==> src/rtl/seq_multiplier_if.sv <==
// Request/response bundle for the sequential multiplier: operands and control
// in, busy/done status and the double-width product out.
interface seq_multiplier_if #(
  parameter int DATA_WIDTH = 32
);
  logic                  start;
  logic                  abort;
  logic                  signed_mode;
  logic [DATA_WIDTH-1:0] op_a;
  logic [DATA_WIDTH-1:0] op_b;
  logic                  busy;
  logic                  done;
  logic [DATA_WIDTH-1:0] result_lo;
  logic [DATA_WIDTH-1:0] result_hi;

  modport master (
    output start, abort, signed_mode, op_a, op_b,
    input  busy, done, result_lo, result_hi
  );

  modport slave (
    input  start, abort, signed_mode, op_a, op_b,
    output busy, done, result_lo, result_hi
  );
endinterface

==> src/rtl/seq_multiplier.sv <==
// Radix-2 shift-add multiplier: one partial product per cycle on operand
// magnitudes, with the sign applied once in a final fix-up cycle.
module seq_multiplier #(
  parameter int DATA_WIDTH = 32
) (
  input  logic               clk,
  input  logic               reset,
  seq_multiplier_if.slave    m
);
  localparam int CNT_W = $clog2(DATA_WIDTH) + 1;
  localparam logic [CNT_W-1:0] CNT_LAST = CNT_W'(DATA_WIDTH - 1);

  localparam logic [1:0] ST_IDLE = 2'd0;
  localparam logic [1:0] ST_RUN  = 2'd1;
  localparam logic [1:0] ST_FIX  = 2'd2;
  localparam logic [1:0] ST_DONE = 2'd3;

  logic [1:0]              state_r;
  logic [1:0]              state_nxt_s;
  logic [CNT_W-1:0]        cnt_r;
  logic [DATA_WIDTH-1:0]   a_r;
  logic [2*DATA_WIDTH-1:0] acc_r;
  logic                    neg_r;
  logic [DATA_WIDTH-1:0]   hi_r;
  logic [DATA_WIDTH-1:0]   lo_r;
  logic                    busy_r;
  logic                    done_r;
  logic                    latch_s;
  logic [DATA_WIDTH-1:0]   addend_s;
  logic [DATA_WIDTH:0]     sum_s;
  logic [2*DATA_WIDTH-1:0] acc_step_s;
  logic [2*DATA_WIDTH-1:0] product_s;

  function automatic logic [DATA_WIDTH-1:0] magnitude(
    input logic [DATA_WIDTH-1:0] v,
    input logic                  is_signed
  );
    if (is_signed && v[DATA_WIDTH-1]) begin
      return ~v + DATA_WIDTH'(1'b1);
    end else begin
      return v;
    end
  endfunction

  function automatic logic [2*DATA_WIDTH-1:0] apply_sign(
    input logic [2*DATA_WIDTH-1:0] v,
    input logic                    neg
  );
    if (neg) begin
      return ~v + (2*DATA_WIDTH)'(1'b1);
    end else begin
      return v;
    end
  endfunction

  // Next-state decode; abort outranks start everywhere.
  always_comb begin
    state_nxt_s = state_r;
    latch_s     = 1'b0;
    case (state_r)
      ST_IDLE, ST_DONE: begin
        if (m.abort) begin
          state_nxt_s = ST_IDLE;
        end else if (m.start) begin
          state_nxt_s = ST_RUN;
          latch_s     = 1'b1;
        end else begin
          state_nxt_s = ST_IDLE;
        end
      end
      ST_RUN: begin
        if (m.abort) begin
          state_nxt_s = ST_IDLE;
        end else if (cnt_r == CNT_LAST) begin
          state_nxt_s = ST_FIX;
        end else begin
          state_nxt_s = ST_RUN;
        end
      end
      ST_FIX: begin
        if (m.abort) begin
          state_nxt_s = ST_IDLE;
        end else begin
          state_nxt_s = ST_DONE;
        end
      end
      default: begin
        state_nxt_s = ST_IDLE;
      end
    endcase
  end

  // One shift-add step: the multiplier bit shifts out of the low half as the
  // partial sum (with its carry) shifts in from the top.
  always_comb begin
    addend_s   = acc_r[0] ? a_r : {DATA_WIDTH{1'b0}};
    sum_s      = {1'b0, acc_r[2*DATA_WIDTH-1:DATA_WIDTH]} + {1'b0, addend_s};
    acc_step_s = {sum_s, acc_r[DATA_WIDTH-1:1]};
    product_s  = apply_sign(acc_r, neg_r);
  end

  // State, datapath and registered outputs.
  always_ff @(posedge clk) begin
    if (reset) begin
      state_r <= ST_IDLE;
      cnt_r   <= {CNT_W{1'b0}};
      a_r     <= {DATA_WIDTH{1'b0}};
      acc_r   <= {(2*DATA_WIDTH){1'b0}};
      neg_r   <= 1'b0;
      hi_r    <= {DATA_WIDTH{1'b0}};
      lo_r    <= {DATA_WIDTH{1'b0}};
      busy_r  <= 1'b0;
      done_r  <= 1'b0;
    end else begin
      state_r <= state_nxt_s;
      busy_r  <= (state_nxt_s == ST_RUN) || (state_nxt_s == ST_FIX);
      done_r  <= (state_nxt_s == ST_DONE);
      if (latch_s) begin
        a_r   <= magnitude(m.op_a, m.signed_mode);
        acc_r <= {{DATA_WIDTH{1'b0}}, magnitude(m.op_b, m.signed_mode)};
        neg_r <= m.signed_mode & (m.op_a[DATA_WIDTH-1] ^ m.op_b[DATA_WIDTH-1]);
        cnt_r <= {CNT_W{1'b0}};
      end else if ((state_r == ST_RUN) && !m.abort) begin
        acc_r <= acc_step_s;
        cnt_r <= cnt_r + CNT_W'(1'b1);
      end else begin
        acc_r <= acc_r;
        cnt_r <= cnt_r;
      end
      if ((state_r == ST_FIX) && !m.abort) begin
        hi_r <= product_s[2*DATA_WIDTH-1:DATA_WIDTH];
        lo_r <= product_s[DATA_WIDTH-1:0];
      end else begin
        hi_r <= hi_r;
        lo_r <= lo_r;
      end
    end
  end

  assign m.busy      = busy_r;
  assign m.done      = done_r;
  assign m.result_hi = hi_r;
  assign m.result_lo = lo_r;
endmodule

==> src/flat_wrapper.sv <==
// flat-port wrapper written by rule: the top's interface ports become plain ports
module seq_multiplier_flat 
#(
  parameter int DATA_WIDTH = 32
)
  (clk, reset, m_start, m_abort, m_signed_mode, m_op_a, m_op_b, m_busy, m_done, m_result_lo, m_result_hi);
  seq_multiplier_if #(.DATA_WIDTH(DATA_WIDTH)) m_i ();
  input  logic clk;
  input  logic reset;
  input wire logic [$bits(m_i.start)-1:0] m_start;
  input wire logic [$bits(m_i.abort)-1:0] m_abort;
  input wire logic [$bits(m_i.signed_mode)-1:0] m_signed_mode;
  input wire logic [$bits(m_i.op_a)-1:0] m_op_a;
  input wire logic [$bits(m_i.op_b)-1:0] m_op_b;
  output wire logic [$bits(m_i.busy)-1:0] m_busy;
  output wire logic [$bits(m_i.done)-1:0] m_done;
  output wire logic [$bits(m_i.result_lo)-1:0] m_result_lo;
  output wire logic [$bits(m_i.result_hi)-1:0] m_result_hi;
  assign m_i.start = m_start;
  assign m_i.abort = m_abort;
  assign m_i.signed_mode = m_signed_mode;
  assign m_i.op_a = m_op_a;
  assign m_i.op_b = m_op_b;
  assign m_busy = m_i.busy;
  assign m_done = m_i.done;
  assign m_result_lo = m_i.result_lo;
  assign m_result_hi = m_i.result_hi;
  seq_multiplier #(.DATA_WIDTH(DATA_WIDTH)) u_core (.clk(clk), .reset(reset), .m(m_i));
endmodule
==> config.mk <==
export PLATFORM = sky130hd
export DESIGN_NAME = seq_multiplier_flat
export DESIGN_NICKNAME = d
export VERILOG_FILES = /design/src/rtl/seq_multiplier_if.sv /design/src/rtl/seq_multiplier.sv /design/src/flat_wrapper.sv
export SDC_FILE = /design/constraint.sdc
export NUM_CORES = 1
export LEC_CHECK = 0
export BUFFER_PORTS_ARGS = -buffer_cell sky130_fd_sc_hd__buf_2
export CAP_MARGIN = 40
export CORE_MARGIN = 2
export CORE_UTILIZATION = 53
export DETAILED_ROUTE_END_ITERATION = 6
export HOLD_SLACK_MARGIN = 0.06
export PLACE_DENSITY = 0.77
export SLEW_MARGIN = 0
export SYNTH_ARGS = -nofsm -noshare
export SYNTH_HDL_FRONTEND = slang
export SYNTH_SLANG_ARGS = --single-unit
==> constraint.sdc <==
create_clock -name clk -period 3 [get_ports clk]
set_input_delay 0.3 -clock clk [delete_from_list [all_inputs] [get_ports clk]]
set_output_delay 0.3 -clock clk [all_outputs]
set_load 0.005 [all_outputs]
==> results of run 1 <==
## report_power, final
part | switching (mW) | internal (mW) | leakage, nW
combinational | 0.401 | 0.260 | 3.17
clock | 1.04 | 1.23 | 0.300
sequential | 0.0691 | 2.33 | 1.39
total | 1.51 | 3.83 | 4.85
## synth_stat cells, types with 8 or more instances
| master | n | area, µm² |
|---|---|---|
| nor4_1 | 12 | 75.1 |
| xnor2_1 | 53 | 464 |
| ha_1 | 39 | 488 |
| or4_1 | 13 | 97.6 |
| nor3_1 | 36 | 180 |
| o31ai_1 | 28 | 210 |
| a311oi_1 | 22 | 193 |
| inv_1 | 26 | 97.6 |
| o21ai_1 | 9 | 45.0 |
| nand4_1 | 22 | 138 |
| a31oi_1 | 8 | 50.1 |
| dfxtp_1 | 171 | 3420 |
| nor2_1 | 152 | 571 |
| o41ai_1 | 11 | 96.3 |
| nand3_1 | 21 | 105 |
| a21oi_1 | 96 | 480 |
| a211oi_1 | 50 | 375 |
| nor2b_1 | 9 | 56.3 |
| clkbuf_1 | 82 | 308 |
| nand2_1 | 185 | 694 |
| o21ai_0 | 101 | 505 |
| and2_1 | 38 | 238 |
| or3_1 | 24 | 150 |
| xor2_1 | 90 | 788 |
## worst max path at each step
stage                                      start                                  end  slack, ns  cells past startpoint
detailed placement  u_core.acc_r[0]$_SDFFE_PP0P_        u_core.acc_r[61]$_SDFFE_PP0P_       0.07                     11
global route        u_core.acc_r[0]$_SDFFE_PP0P_  u_core.m.result_hi[26]$_SDFFE_PP0P_       0.02                      9
global placement    u_core.acc_r[0]$_SDFFE_PP0P_        u_core.acc_r[61]$_SDFFE_PP0P_       0.12                     11
floorplan           u_core.acc_r[0]$_SDFFE_PP0P_  u_core.m.result_lo[18]$_SDFFE_PP0P_       0.17                     10
finish              u_core.acc_r[0]$_SDFFE_PP0P_  u_core.m.result_lo[18]$_SDFFE_PP0P_       0.16                      8
CTS                 u_core.acc_r[0]$_SDFFE_PP0P_        u_core.acc_r[61]$_SDFFE_PP0P_       0.02                     11
## cells by family after synthesis
| family | after synthesis | share of synthesized area |
|---|---|---|
| AND/OR/NAND/NOR | 541 | 0.238 |
| AO/OA/AOI/OAI | 379 | 0.228 |
| flip-flops | 171 | 0.322 |
| XOR/XNOR | 143 | 0.118 |
| buffers and inverters | 112 | 0.0397 |
| adder cells (fa/ha/maj) | 40 | 0.0478 |
| multiplexers | 7 | 0.00660 |
## critical path, delay by kind of cell (launching register included)
kind / cells / cell delay [ns]
xor+xnor: 1 / 0.13
buf+inv: 1 / 0.08
fa+ha+maj: 1 / 0.19
simple gates: 3 / 1.37
compound gates: 2 / 0.61
flops: 1 / 0.39
## metal layers
layer / GRT usage / share of wire / up-vias
li1: - / - / 5204
met1: 0.417 / 0.48 / 4792
met2: 0.406 / 0.43 / 408
met3: 0.0461 / 0.083 / 32
met4: 0.0672 / 0.012 / 0
met5: 0 / 0 / -
## stage by stage
stage | area (µm²) | util | total power, mW | hold WS (ns) | cells
floorplan | 10600 | - | 2.85 | 0.417 | 1393
finish | 12300 | 0.627 | 5.33 | 0.138 | 1782
detailed placement | 11700 | 0.597 | 3.10 | 0.435 | 1750
CTS | 12300 | 0.627 | 5.34 | 0.128 | 1782
global route | 12300 | 0.627 | 5.52 | 0.153 | 1782
global placement | 11700 | 0.595 | 3.08 | 0.425 | 1748
## state kept, by name (all words and copies together) (netlist names)
| register | flops |
|---|---|
| u_core.state_r | 2 |
| u_core.m.result_lo | 32 |
| u_core.m.result_hi | 32 |
| u_core.m.busy | 1 |
| u_core.m.done | 1 |
| u_core.acc_r | 64 |
| u_core.cnt_r | 6 |
| u_core.neg_r | 1 |
| u_core.a_r | 32 |
## cell type report
type	instances	area, µm²	area share
inverter	26	97.6	0.00794
tap	265	332	0.0270
clock inverter	13	150	0.0122
clock buffer	19	453	0.0369
sequential	171	3430	0.279
multi-input combinational	1110	6800	0.553
timing repair buffer	178	1030	0.0841
==> impl_results.md, run 1 <==
- R2R setup slack: between 0.15 and 0.2 ns
- Final WS setup: 0.158 ns
- Post-synth EDFFs: 0
- Clock Pin Slew Worst Setup and Hold Paths: approximately 0.070 ns
- Worst hold start: m_op_a[0]
- Site row count: 51
- Vias: 10.4k
- RR Endpoint: u_core.m.result_lo[18]$_SDFFE_PP0P_
- CTS Hold Bufs: 0
- Final Cycle Share: 0.947
- N_diodes: 0
- Total GRT Usage: 0.276
- Die area: 21200 µm²
- Cell Area, Synth: roughly 11000 µm²
- Hold Crit Class: input pin to register
- CP endpoint kind: register
- Nets: 1613
- Fillers: approximately 1.8k
- First-pass GRT wire length: 48.2 mm
- CTS resizes: 0
- P_leak: 4.85 nW
- Unrepaired setup endpoints after global routing: false
- Core ar.: 19600 µm²
- Max Fclk: 0.352 GHz
- TNS Setup: 0 ns
- TritonCTS Buffers: 17
- Fin crit period: 2.84 ns
- Worst hold path endpoint: u_core.a_r[0]$_SDFFE_PP0P_
- Ratio of cells with drive above 1 in the final layout: 0.148
- Fraction of the yosys area taken by sequential cells: 0.322
- Most common cell after layout, fill and taps aside: nand2_1
- Max Clock Skew: 0.00968 ns
- Vias per Instance: 5.86
- Startpoint Class: register
- First-pass DRT Iterations: 5
- Worst-Margin Slew: 0.699 ns
- Crit path max fanout: 9
- Synth Warn #: 0
- Crit-path slowest cell: or4b_2
- Reg2reg start: u_core.acc_r[0]$_SDFFE_PP0P_
- Slew headroom: 0.533
- # Max-Cap Violations: 0
- # IOs: 135
- Cells after Synth: 1393
- Die X: 146 µm
- Clk Latency, worst-skew pair: roughly 0.44 ns
- Largest net degree at the start of global routing: 89
- Fin. Hold Viols: 0
- Async set-reset flop share out of synthesis: 0
- GRT overflow: 0
- Placer Congestion: approximately 0.97
- Syn Area/Cell: around 7.6 µm²
- Initial core utilization: 0.542
- Hold Path Cell Cnt: 3
- Initial DRC Count: 870
- Cell breakdown of the critical path: inv_1 -> ha_1 -> or4b_2 -> or3_4 -> or3_1 -> o41ai_1 -> xor2_1 -> a211oi_1
- Post-place setup slack: 0.0747 ns
- Area grow syn2layout: 15.7%
- Clk buf depth: 2
- Final setup violation count: 0
- Status: completed
- WP data required: ~3.4 ns
- CP peak stage delay: between 0.6 and 0.7 ns
- Netlist cell types: 64
- Vias in the first global route: 9270
- Total clock sinks: about 170
- Crit path kind: register to register
- Post-synth top flop: dfxtp_1
- Commonest cells after routing, fill and taps aside: 185 x nand2_1, 169 x dfxtp_1, 150 x nor2_1, 134 x buf_2, 101 x o21ai_0
- Clock tree root driver cell: clkbuf_16
- Chip Height: between 100 and 150 µm
- Final HPWL DP: 22.8 mm
- PortBufs: ~130
- Synthesized Nets: 1502
- Slew Viols, Final: 0
- Maximum VDD drop: approximately 0.00038 V
- Pwr dens: between 400 and 500 nW/µm²
- Setup bufs post-CTS: 0
- Final Routed Wirelength: 30.0 mm
- Post-route ant nets: 0
- DRC viols: 0
- CP arrival: 3.20 ns
- Htree depth: 4
- Antenna violations before repair: 0
- Post-DR wirelength/cell: 16.8 µm
- Post-synthesis register bit count: 171
- CTS tree: yes
- Reg2Reg Depth: 8
(Power assumes the default switching activity.)
==> run 2, diff against run 1 <==
Settings changed: CORE_ASPECT_RATIO set to 0.7.
==> impl_results.md, run 2 (synthesized netlist as in run 1, its figures left out) <==
- Max Clock Skew: 0.0106 ns (+0.000921 ns)
- Finished Layout Cells: 1794 (+0.67%)
- Unrepaired setup endpoints after global routing: false
- Total clock sinks: 171 (unchanged)
- PortBufs: 134 (unchanged)
- First-pass GRT wire length: 50.4 mm (+4.6%)
- Hold Path Cell Cnt: 3 (unchanged)
- Ratio of cells with drive above 1 in the final layout: 0.154 (+0.00522)
- Crit. Startpoint: u_core.acc_r[0]$_SDFFE_PP0P_
- # IOs: 135 (unchanged)
- Die X: 173 µm (+19%)
- Setup bufs post-CTS: 0 (unchanged)
- Slew Viols, Final: 0 (unchanged)
- TNS Setup: 0 ns (unchanged)
- P_leak: 4.87 nW (+0.24%)
- Chip Height: 122 µm (-16%)
- Vias per Instance: 5.95 (+1.5%)
- Clk buf depth: 2 (unchanged)
- Antenna violations before repair: 0 (unchanged)
- Fin. Hold Viols: 0 (unchanged)
- Met1 usage: 0.488 (+0.0708)
- Crit path max fanout: 11 (+2)
- CTS Hold Bufs: 0 (unchanged)
- Met2 global-route usage: 0.390 (-0.0164)
- Most common cell after layout, fill and taps aside: nand2_1
- Final WS setup: 0.116 ns (-0.0415 ns)
- CP endpoint kind: register
- Crit-path slowest cell: dfxtp_2
- Final setup violation count: 0 (unchanged)
- Htree depth: 4 (unchanged)
- Placer Congestion: 1.03 (+5.7%)
- R2R setup slack: 0.12 ns (-0.04 ns)
- Vias in the first global route: 9103 (-1.8%)
- Largest net degree at the start of global routing: 71 (-20%)
- Clock tree root driver cell: clkbuf_16
- Post-route ant nets: 0 (unchanged)
- Slew headroom: 0.525 (-0.00855)
- TritonCTS Buffers: 17 (unchanged)
- Reg2Reg Depth: 11 (+3)
- Final Routed Wirelength: 32.6 mm (+8.5%)
- Initial core utilization: 0.538 (-0.00426)
- Cell breakdown of the critical path: and2_1 -> ha_1 -> inv_1 -> fa_1 -> nor2b_1 -> o2111a_1 -> o41a_1 -> o21ai_0 -> a21oi_1 -> nor2_1 -> a211o_1
- Nets: 1621 (+0.50%)
- Reg2reg start: u_core.acc_r[0]$_SDFFE_PP0P_
- Final Cycle Share: 0.961 (+0.0138)
- Status: completed
- Hold Crit Class: input pin to register
- Site row count: 43 (-16%)
- WP data required: 3.32 ns (-0.03 ns)
- N_diodes: 0 (unchanged)
- Maximum VDD drop: 0.000400 V (+4.4%)
- First-pass DRT Iterations: 7 (+2)
- # Max-Cap Violations: 0 (unchanged)
- Post-Place Cells: 1763 (+0.74%)
- GRT overflow: 0 (unchanged)
- Vias: 10.7k (+2.2%)
- Core ar.: 19700 µm² (+0.79%)
- Top reg by flops: u_core.acc_r
- Hold Slack: 0.146 ns (+0.00780 ns)
- Total Power: 5.30 mW (-0.59%)
- Fin crit period: 2.88 ns (+0.0415 ns)
- Commonest cells after routing, fill and taps aside: 185 x nand2_1, 169 x dfxtp_1, 150 x nor2_1, 134 x buf_2, 100 x o21ai_0
- Clk Latency, worst-skew pair: 0.44 ns (about the same)
- Area grow syn2layout: 16.2%
- Clock Pin Slew Worst Setup and Hold Paths: 0.07 ns (about the same)
- GR Util met3: 0.0778 (+0.0317)
- CP arrival: 3.21 ns (about the same)
- Total GRT Usage: 0.302 (+0.0261)
- Startpoint Class: register
- Critical Path End: u_core.acc_r[59]$_SDFFE_PP0P_
- Worst-Margin Slew: 0.707 ns (+0.00799 ns)
- Max reg flops: 64 (unchanged)
- Die area: 21200 µm² (about the same)
- Final HPWL DP: 25.2 mm (+10%)
- Initial DRC Count: 1275 (+47%)
- Max Fclk: 0.347 GHz (-1.4%)
- CP peak stage delay: 0.48 ns (-0.15 ns)
- CTS tree: yes
- Post-place setup slack: -0.0122 ns (-0.0869 ns)
- Crit path kind: register to register
- Grt peak-use layer: met1
- Pwr dens: 430 nW/µm² (-0.97%)
- Post-DR wirelength/cell: 18.2 µm (+7.8%)
- RR Endpoint: u_core.acc_r[59]$_SDFFE_PP0P_
- DRC viols: 0 (unchanged)
run 2: cell types whose count changed in the layout (fill, tap and decap cells not counted), moves of 2 or more:
cell	change
buf_4	+8
inv_8	-5
clkinvlp_4	+3
inv_6	+3
clkinv_4	-2
run 2: final cells by class:
cell class / count / area, µm²
clock inverter: 12 / 125
multi-input combinational: 1110 / 6810
sequential: 171 / 3430
fill: 1821 / 7410
timing repair buffer: 186 / 1090
inverter: 26 / 97.6
tap: 270 / 338
clock buffer: 19 / 453
run 2: routing by layer:
layer  vias to the layer above  wire (µm)
met5                         -          0
met4                         0        237
met3                        25       3950
met2                       523      12000
met1                      4897      16400
li1                       5223          -
run 2: timing repair:
item,in CTS,in global routing
endpoints found under the setup margin,3,6
pin swaps,0,0
gates resized for setup,2,3
run 2: stage by stage:
step            util  area (µm²)
2_1_floorplan      -       10600
3_3_place_gp   0.593       11700
3_5_place_dp   0.595       11700
4_1_cts        0.625       12300
5_1_grt        0.625       12300
6_report       0.625       12300
run 2: power breakdown:
group | internal (mW) | leakage, nW | switching, mW
combinational | 0.266 | 3.20 | 0.439
sequential | 2.33 | 1.39 | 0.0685
clock | 1.21 | 0.276 | 0.989
total | 3.80 | 4.87 | 1.50
run 2: worst max-delay path, delay by kind of cell (launching register included):
family	cells	cell delay, ns
AOI/OAI and AO/OA	5	1.18
adders and majority gates	2	0.55
buffers and inverters	1	0.06
DFF	1	0.48
and+or+nand+nor	3	0.50
run 2: worst min-delay path by stage:
stage,start,end,slack [ns]
after floorplan,u_core.a_r[27]$_SDFFE_PP0P_,u_core.a_r[27]$_SDFFE_PP0P_,0.42
after global placement,u_core.a_r[27]$_SDFFE_PP0P_,u_core.a_r[27]$_SDFFE_PP0P_,0.43
after detailed placement,u_core.a_r[16]$_SDFFE_PP0P_,u_core.a_r[16]$_SDFFE_PP0P_,0.44
after CTS,m_op_a[0],u_core.a_r[0]$_SDFFE_PP0P_,0.14
after global routing,m_op_a[0],u_core.a_r[0]$_SDFFE_PP0P_,0.17
final,m_op_a[0],u_core.a_r[0]$_SDFFE_PP0P_,0.15
